## config.mk

```make
export PLATFORM = sky130hd
export DESIGN_NAME = bitstream_halfbuf_feeder
export DESIGN_NICKNAME = d
export VERILOG_FILES = /design/src/rtl/bitstream_halfbuf_feeder.sv
export SDC_FILE = /design/constraint.sdc
export NUM_CORES = 1
export LEC_CHECK = 0
export CORE_MARGIN = 10
export CORE_UTILIZATION = 40
export DETAILED_ROUTE_END_ITERATION = 10
export PLACE_DENSITY = 0.71
export SLEW_MARGIN = 20
export SYNTH_ARGS = -nofsm -noshare
export SYNTH_HDL_FRONTEND = slang
export SYNTH_SLANG_ARGS = --single-unit
```

## constraint.sdc

```tcl
create_clock -name CLK_I -period 1.81 [get_ports CLK_I]
set_input_delay 0.543 -clock CLK_I [delete_from_list [all_inputs] [get_ports CLK_I]]
set_output_delay 0.543 -clock CLK_I [all_outputs]
set_load 0.01 [all_outputs]
```

## src/rtl/bitstream_halfbuf_feeder.sv

```systemverilog
// Packs valid/ready bitstream bytes big-endian into 16-bit words and writes one
// RAM half-buffer per START_I edge. Optional end-of-stream zero padding: BITFEED_EOS_PAD_EN.
module bitstream_halfbuf_feeder #(
  parameter int ADDR_W     = 10,
  parameter int FIRST_HALF = 0
) (
  input  logic              CLK_I,
  input  logic              RESET_I,
  input  logic              START_I,
  input  logic [7:0]        BYTE_I,
  input  logic              BYTE_VALID_I,
`ifdef BITFEED_EOS_PAD_EN
  input  logic              EOS_I,
`endif
  output logic              BYTE_READY_O,
  output logic [ADDR_W-1:0] ADDRESS_O,
  output logic [15:0]       DATA_O,
  output logic              WE_O,
  output logic              EN_O,
  output logic              DONE_O,
  output logic              BUSY_O
);

  typedef enum logic [2:0] {ST_IDLE, ST_GET_HI, ST_GET_LO, ST_WRITE, ST_DONE} state_t;

  state_t            state_q;
  logic              start_q;
  logic              pending_q;
  logic              half_q;
  logic [ADDR_W-2:0] offset_q;
  logic [7:0]        hi_q;
  logic              ready_q;
  logic              we_q;
  logic              done_q;
  logic              busy_q;
  logic [ADDR_W-1:0] addr_q;
  logic [15:0]       data_q;
`ifdef BITFEED_EOS_PAD_EN
  logic              pad_q;
`endif

  logic start_edge;
  assign start_edge = START_I & ~start_q;

  // Outputs are registered: each transition sets the outputs of the state being entered.
  always_ff @(posedge CLK_I) begin
    if (RESET_I) begin
      state_q   <= ST_IDLE;
      start_q   <= 1'b0;
      pending_q <= 1'b0;
      half_q    <= 1'(FIRST_HALF);
      offset_q  <= '0;
      hi_q      <= '0;
      ready_q   <= 1'b0;
      we_q      <= 1'b0;
      done_q    <= 1'b0;
      busy_q    <= 1'b0;
      addr_q    <= '0;
      data_q    <= '0;
`ifdef BITFEED_EOS_PAD_EN
      pad_q     <= 1'b0;
`endif
    end else begin
      start_q <= START_I;
      we_q    <= 1'b0;
      done_q  <= 1'b0;
      if (start_edge && state_q != ST_IDLE) pending_q <= 1'b1;

      case (state_q)
        ST_IDLE: begin
          if (start_edge || pending_q) begin
            pending_q <= 1'b0;
            busy_q    <= 1'b1;
`ifdef BITFEED_EOS_PAD_EN
            if (pad_q) begin
              state_q <= ST_WRITE;
              we_q    <= 1'b1;
              addr_q  <= {half_q, offset_q};
              data_q  <= '0;
            end else begin
`else
            begin
`endif
              state_q <= ST_GET_HI;
              ready_q <= 1'b1;
            end
          end
        end
        ST_GET_HI: begin
          if (BYTE_VALID_I) begin
            hi_q    <= BYTE_I;
            state_q <= ST_GET_LO;
          end
`ifdef BITFEED_EOS_PAD_EN
          else if (EOS_I) begin
            pad_q   <= 1'b1;
            ready_q <= 1'b0;
            state_q <= ST_WRITE;
            we_q    <= 1'b1;
            addr_q  <= {half_q, offset_q};
            data_q  <= '0;
          end
`endif
        end
        ST_GET_LO: begin
          if (BYTE_VALID_I) begin
            ready_q <= 1'b0;
            state_q <= ST_WRITE;
            we_q    <= 1'b1;
            addr_q  <= {half_q, offset_q};
            data_q  <= {hi_q, BYTE_I};
          end
`ifdef BITFEED_EOS_PAD_EN
          else if (EOS_I) begin
            pad_q   <= 1'b1;
            ready_q <= 1'b0;
            state_q <= ST_WRITE;
            we_q    <= 1'b1;
            addr_q  <= {half_q, offset_q};
            data_q  <= {hi_q, 8'h00};
          end
`endif
        end
        ST_WRITE: begin
          if (&offset_q) begin
            state_q <= ST_DONE;
            done_q  <= 1'b1;
          end else begin
            offset_q <= offset_q + 1'b1;
`ifdef BITFEED_EOS_PAD_EN
            if (pad_q) begin
              we_q   <= 1'b1;
              addr_q <= {half_q, offset_q + 1'b1};
              data_q <= '0;
            end else begin
`else
            begin
`endif
              state_q <= ST_GET_HI;
              ready_q <= 1'b1;
            end
          end
        end
        ST_DONE: begin
          half_q   <= ~half_q;
          offset_q <= '0;
          busy_q   <= 1'b0;
          state_q  <= ST_IDLE;
        end
        default: state_q <= ST_IDLE;
      endcase
    end
  end

  assign BYTE_READY_O = ready_q;
  assign ADDRESS_O    = addr_q;
  assign DATA_O       = data_q;
  assign WE_O         = we_q;
  assign EN_O         = we_q;
  assign DONE_O       = done_q;
  assign BUSY_O       = busy_q;

endmodule

```

==> results.cfg, run 1 <==
[status]
status = finished clean

[timing]
hold_viol_final = 0
timing.fmax_ghz = 0.568
slew_headroom_pct = 68.5
setup_ws_ns = 0.0495
finalCriticalPeriod_ns = 1.76
worst_pin_slew_ns = 0.472
setup_viol = 0
rsz0062_at_grt = true
timing.final.crit_share_pct = 97.3
drv_slew = 0
whs_ns = 0.453
skew_ns = 0.00543

[min_path]
hp-class = register to register

[logic_synthesis]
synth_top_family_by_area = simple AND/OR/NAND/NOR gates
synth_edf_count = 0
synthCells = 232
yosysSeqAreaShare_pct = 51.7
syn_avg_cell_area_um2 = 8.84
async_flop_share_pct = 0
synth_compound_area_share_pct = 12.3
syn-cell-area_um2 = 2050
synthAdderAreaFrac_pct = 1.22
yosys.area_share.simple_pct = 23.0
synth_nets = 246
yosys_warnings = 0
ys_types = 31
ys.flop_type = dfxtp_1
ys_ff_latch = 53
synth.area.mux_share_pct = 5.43
synthXorXnorAreaFrac_pct = 0.854

[grt]
antenna_found_initial = 0
grt.overflow.total = 0
grt_use_total_pct = 11.2
grt_pass1_wl_mm = 8.07
grt_pass1_vias = 1666
grt_max_degree = 28

[pwr]
power_uw = 2120
vdd_drop_max_mv = 0.375
p_leak_uw = 0.000954
pwr_density_cell_nw_per_um2 = 760

[drt]
drtIter0Drc = 137
drt.antenna.violating_nets = 0
wl_met1_mm = 2.19
finalWirelength_mm = 4.69
avgRoutedWirePerCell_um = 13.2
wl_met2_mm = 2.18
vias_per_cell = 4.87
vias = 1732
drt_first_pass_iters = 4
wl_met3_um = 243
maxUsedRoutingLayer = met4
drc_errors = 0

[final_layout]
drive_gt1_share_pct = 14.7
post-route-util_pct = 55.4
syn_to_final_growth_pct = 36.1
final_cells = 356
fillerInstances = 472
nNetsFinal = 299
diodes = 0

[floorplan]
die_h_um = 91.6
die_w_um = 91.6
core_um2 = 5040
die_area_um2 = 8400
io_pins = 43
start_util_pct = 40.7
num_rows = 26

[worst_setup_path]
arrival_ns = 1.22
crit_slowest_cell = clkdlybuf4s50_1
cp-start-kind = register
critPathRequiredTime_ns = 1.27
cpPeakStageDelay_ns = 0.56
path_class = register to output pin
crit_buf_inv = 1
endpoint_kind = output pin
cp_cell_sequence = clkdlybuf4s50_1
critPathMaxFanout = 2
critical_path.top_delay_family = buffers and inverters

[clock_network]
cts_tree = yes
cts.sinks = 53
cts-root-buf = clkbuf_8
clk_pin_slew_worst_paths_ns = 0.09
htree_levels = 2
cts_hold_buf = 0
clk_latency_ns = 0.30
clockBufferDepth = 2
numCtsBuffers = 5

[placement]
dp_cells = 346
numPortBuffers = 42
routabilityCongestion = 0.843
dp_slack_ns = -0.0438
dp_hpwl_mm = 3.21

[run]
cap_violations = 0
## cells in the final DEF (no fill, tap or decap), types with 2 or more instances in the layout
| cell | n |
|---|---|
| nand2_1 | 55 |
| dfxtp_1 | 51 |
| clkdlybuf4s50_1 | 42 |
| a21oi_1 | 33 |
| buf_4 | 18 |
| nor2_1 | 15 |
| mux2i_1 | 10 |
| clkbuf_8 | 7 |
| inv_1 | 5 |
| nor2b_1 | 5 |
| o21ai_0 | 4 |
| o31ai_1 | 4 |
| or4_1 | 3 |
| or3_1 | 2 |
| xor2_1 | 2 |
| a311oi_1 | 2 |
| and4bb_2 | 2 |
| and4b_1 | 2 |
| nand3_1 | 2 |
| dfxtp_2 | 2 |
| buf_12 | 2 |
## per-stage QoR
step | setup TNS, ns | instance area [µm²]
2_1_floorplan | 0 | 2050
3_3_place_gp | 0 | 2640
3_5_place_dp | -0.285 | 2640
4_1_cts | 0 | 2770
5_1_grt | -0.0291 | 2790
6_report | 0 | 2790
## tightest hold or removal path: stages, from the launching register on
cell and delay (ns):
dfxtp_1 0.32, inv_1 0.05, a21oi_1 0.05
## final cells by class
type / instances / area, µm² / share of cell area, %
repair buffers: 62 / 596 / 21.3
multi-input cells: 158 / 926 / 33.2
well taps: 70 / 87.6 / 3.14
clock buffers: 7 / 96.3 / 3.45
inverters: 5 / 18.8 / 0.672
clock inverters: 1 / 5.00 / 0.179
flip-flops and latches: 53 / 1060 / 38.1
## cells in the mapped netlist (3+ instances only)
library cell,count,area (µm²)
a21oi_1,34,170
buf_2,8,40.0
buf_4,3,22.5
clkbuf_1,5,18.8
dfxtp_1,53,1060
inv_1,5,18.8
mux2i_1,10,100
nand2_1,55,206
nand3_1,3,15.0
nor2_1,16,60.1
nor2b_1,5,31.3
o21ai_0,4,20.0
o31ai_1,4,30.0
or4_1,4,30.0
## path summary, 6_finish.rpt
kind                                   from          end  slack [ns]  cells after the start
worst min-delay path                 BUSY_O       BUSY_O        0.45                      2
worst max register to register  offset_q[1]  offset_q[5]        0.05                      7
worst min register to register       BUSY_O       BUSY_O        0.45                      2
worst max-delay path              DATA_O[9]    DATA_O[9]        0.05                      1
## state kept, by name (all words and copies together) (netlist names), 3 cells and up
signal / cells
ADDRESS_O: 10
DATA_O: 16
hi_q: 8
offset_q: 9
state_q: 3
## cells by family (layout without fill, tap and decap cells)
logic type / after synthesis / count (layout)
XOR/XNOR: 2 / 2
buffers and inverters: 22 / 75
multiplexers: 11 / 11
adder cells (fa/ha/maj): 2 / 2
flip-flops: 53 / 53
AO/OA/AOI/OAI: 46 / 46
AND/OR/NAND/NOR: 96 / 97
## what timing repair did
| action | 4_1_cts | 5_1_grt |
|---|---|---|
| pin swaps | 3 | 5 |
| cloned | 1 | 0 |
| gates resized for setup | 3 | 6 |
| setup buffers | 1 | 0 |
| setup endpoints to repair | 4 | 6 |
## where the power goes
part | switching [µW] | leakage (µW) | internal [µW] | total (µW)
combinational | 86.3 | 0.000470 | 97.7 | 184
clock | 371 | 0.0000542 | 346 | 718
sequential | 27.4 | 0.000430 | 1190 | 1220
total | 485 | 0.000954 | 1640 | 2120
## routing by layer
| metal | track usage [%] | up-vias |
|---|---|---|
| met5 | 0 | - |
| met1 | 14.1 | 801 |
| met2 | 18.0 | 32 |
| met3 | 2.61 | 5 |
| met4 | 4.70 | 0 |
| li1 | - | 894 |
No activity file was read; power rests on OpenSTA's default activity.
==> run 2: changes to the inputs <==
--- a/config.mk
+++ b/config.mk
@@ -9,7 +9,7 @@
 export CORE_UTILIZATION = 40
 export DETAILED_ROUTE_END_ITERATION = 10
 export PLACE_DENSITY = 0.71
-export SLEW_MARGIN = 20
+export SKIP_CTS_REPAIR_TIMING = 1
 export SYNTH_ARGS = -nofsm -noshare
 export SYNTH_HDL_FRONTEND = slang
 export SYNTH_SLANG_ARGS = --single-unit
==> run 2 against run 1 <==
Design area is 0.40% higher. Routed wire length is 0.38% lower. Clock skew hardly changed. Setup slack worse by 0.049 ns. Via count is 0.23% higher. Critical path depth is 6 higher. Sequential share of layout area is 0.15 points lower. Clock power hardly changed. Critical path type is now register to register. Largest cell class unchanged.
==> results.cfg, run 2 (synthesized netlist as in run 1, its figures left out) <==
[pwr]
vdd_drop_max_mv = 0.373
p_leak_uw = 0.000961
swShare_pct = 22.9
comb_power_share_pct = 8.6
seqPwrFrac_pct = 57.5
p_int_uw = 1640
pwr_density_cell_nw_per_um2 = 757
clockPowerShare_pct = 33.9
switching_power_uw = 486

[placement]
routabilityCongestion = 0.843
dp_slack_ns = -0.0438
numPortBuffers = 42
dp_hpwl_mm = 3.21

[drt]
drc_errors = 0
vias_per_cell = 4.86
avgRoutedWirePerCell_um = 13.1
drt_first_pass_iters = 4
vias = 1736
drt.antenna.violating_nets = 0
finalWirelength_mm = 4.67
drtIter0Drc = 91

[clock_network]
cts-root-buf = clkbuf_8
clk_latency_ns = 0.30
clockBufferDepth = 2
numCtsBuffers = 5
htree_levels = 2
cts_tree = yes
cts.sinks = 53
clk_pin_slew_worst_paths_ns = 0.09

[floorplan]
die_w_um = 91.6
io_pins = 43
num_rows = 26
die_area_um2 = 8400
core_um2 = 5040
die_h_um = 91.6
start_util_pct = 40.7

[timing]
worst_pin_slew_ns = 0.465
setup_ws_ns = 0.000964
finalCriticalPeriod_ns = 1.81
rsz0062_at_grt = true
timing.final.crit_share_pct = 99.9
skew_ns = 0.00578
drv_slew = 0
slew_headroom_pct = 69.0
setup_viol = 0
timing.fmax_ghz = 0.553
hold_viol_final = 0

[final_layout]
syn_to_final_growth_pct = 36.6
final_common_cell = nand2_1
fillerInstances = 470
layout_common_cells = nand2_1 (55), dfxtp_1 (51), clkdlybuf4s50_1 (42), a21oi_1 (33), buf_4 (18)
largest_reg_flops = 16
diodes = 0
drive_gt1_share_pct = 15.0
post-route-util_pct = 55.6
nNetsFinal = 300

[worst_setup_path]
critPathRequiredTime_ns = 2.05
crit_slowest_cell = or4_4
path_class = register to register
endpoint_kind = register
cpPeakStageDelay_ns = 0.57
arrival_ns = 2.04
cp-start-kind = register
cp_cell_sequence = ha_4 -> nand3_2 -> nor2_2 -> ha_2 -> nand4bb_4 -> or4_4 -> a21oi_2
critPathMaxFanout = 6
r2r_cells = 7

[grt]
grt_use_total_pct = 10.9
grt.overflow.total = 0
grt_pass1_wl_mm = 7.84
grt_pass1_vias = 1641
grt_max_degree = 28
antenna_found_initial = 0

[status]
status = finished clean

[run]
cap_violations = 0

[min_path]
whs_path_depth = 2
hp-class = register to register
==> run 2: cell count changes in the layout (fill, tap and decap cells not counted), sizes merged <==
| cell | delta |
|---|---|
| buf | +1 |
==> run 2: per-layer routing <==
metal	global-route usage, %	up-vias	share of wire (%)
met5	0	-	0
met4	4.70	0	1.6
met3	2.61	5	5.0
met2	17.4	32	47
met1	13.7	804	47
li1	-	895	-
==> run 2: path summary, 6_finish.rpt <==
| kind | startpoint | end | slack [ns] |
|---|---|---|---|
| worst min register to register | BUSY_O | BUSY_O | 0.45 |
| worst max register to register | offset_q[1] | offset_q[5] | 0.001 |
| worst min-delay path | BUSY_O | BUSY_O | 0.45 |
| worst max-delay path | offset_q[1] | offset_q[5] | 0.001 |
==> run 2: area by class of cell <==
cell class / count / area (µm²) / share of cell area [%]
sequential: 53 / 1060 / 37.9
multi-input combinational: 158 / 926 / 33.0
timing repair buffer: 63 / 607 / 21.6
clock buffer: 7 / 96.3 / 3.44
tap: 70 / 87.6 / 3.12
inverter: 5 / 18.8 / 0.669
clock inverter: 1 / 5.00 / 0.178
==> run 2: power groups by stage <==
stage                     clock network, µW  registers, µW  logic, µW
after floorplan                           0           1240        110
after global placement                    0           1240        182
after detailed placement                  0           1240        183
after CTS                               732           1220        184
after global routing                    787           1220        204
final                                   720           1220        183
==> run 2: critical path, delay by kind of cell (launching register included) <==
family / cells / cell delay (ns)
adder cells (fa/ha/maj): 2 / 0.36
AO/OA/AOI/OAI: 1 / 0.11
flip-flops: 1 / 0.34
AND/OR/NAND/NOR: 4 / 0.93
==> run 2: stage by stage <==
step	cell area, µm²	power [µW]	hold slack, ns	cells	setup TNS [ns]
after floorplan	2050	1350	0.431	232	0
after global placement	2640	1430	0.438	346	0
after detailed placement	2640	1430	0.441	346	-0.285
after CTS	2740	2130	0.454	354	-0.240
after global routing	2800	2220	0.470	357	-0.211
final	2800	2120	0.453	357	0
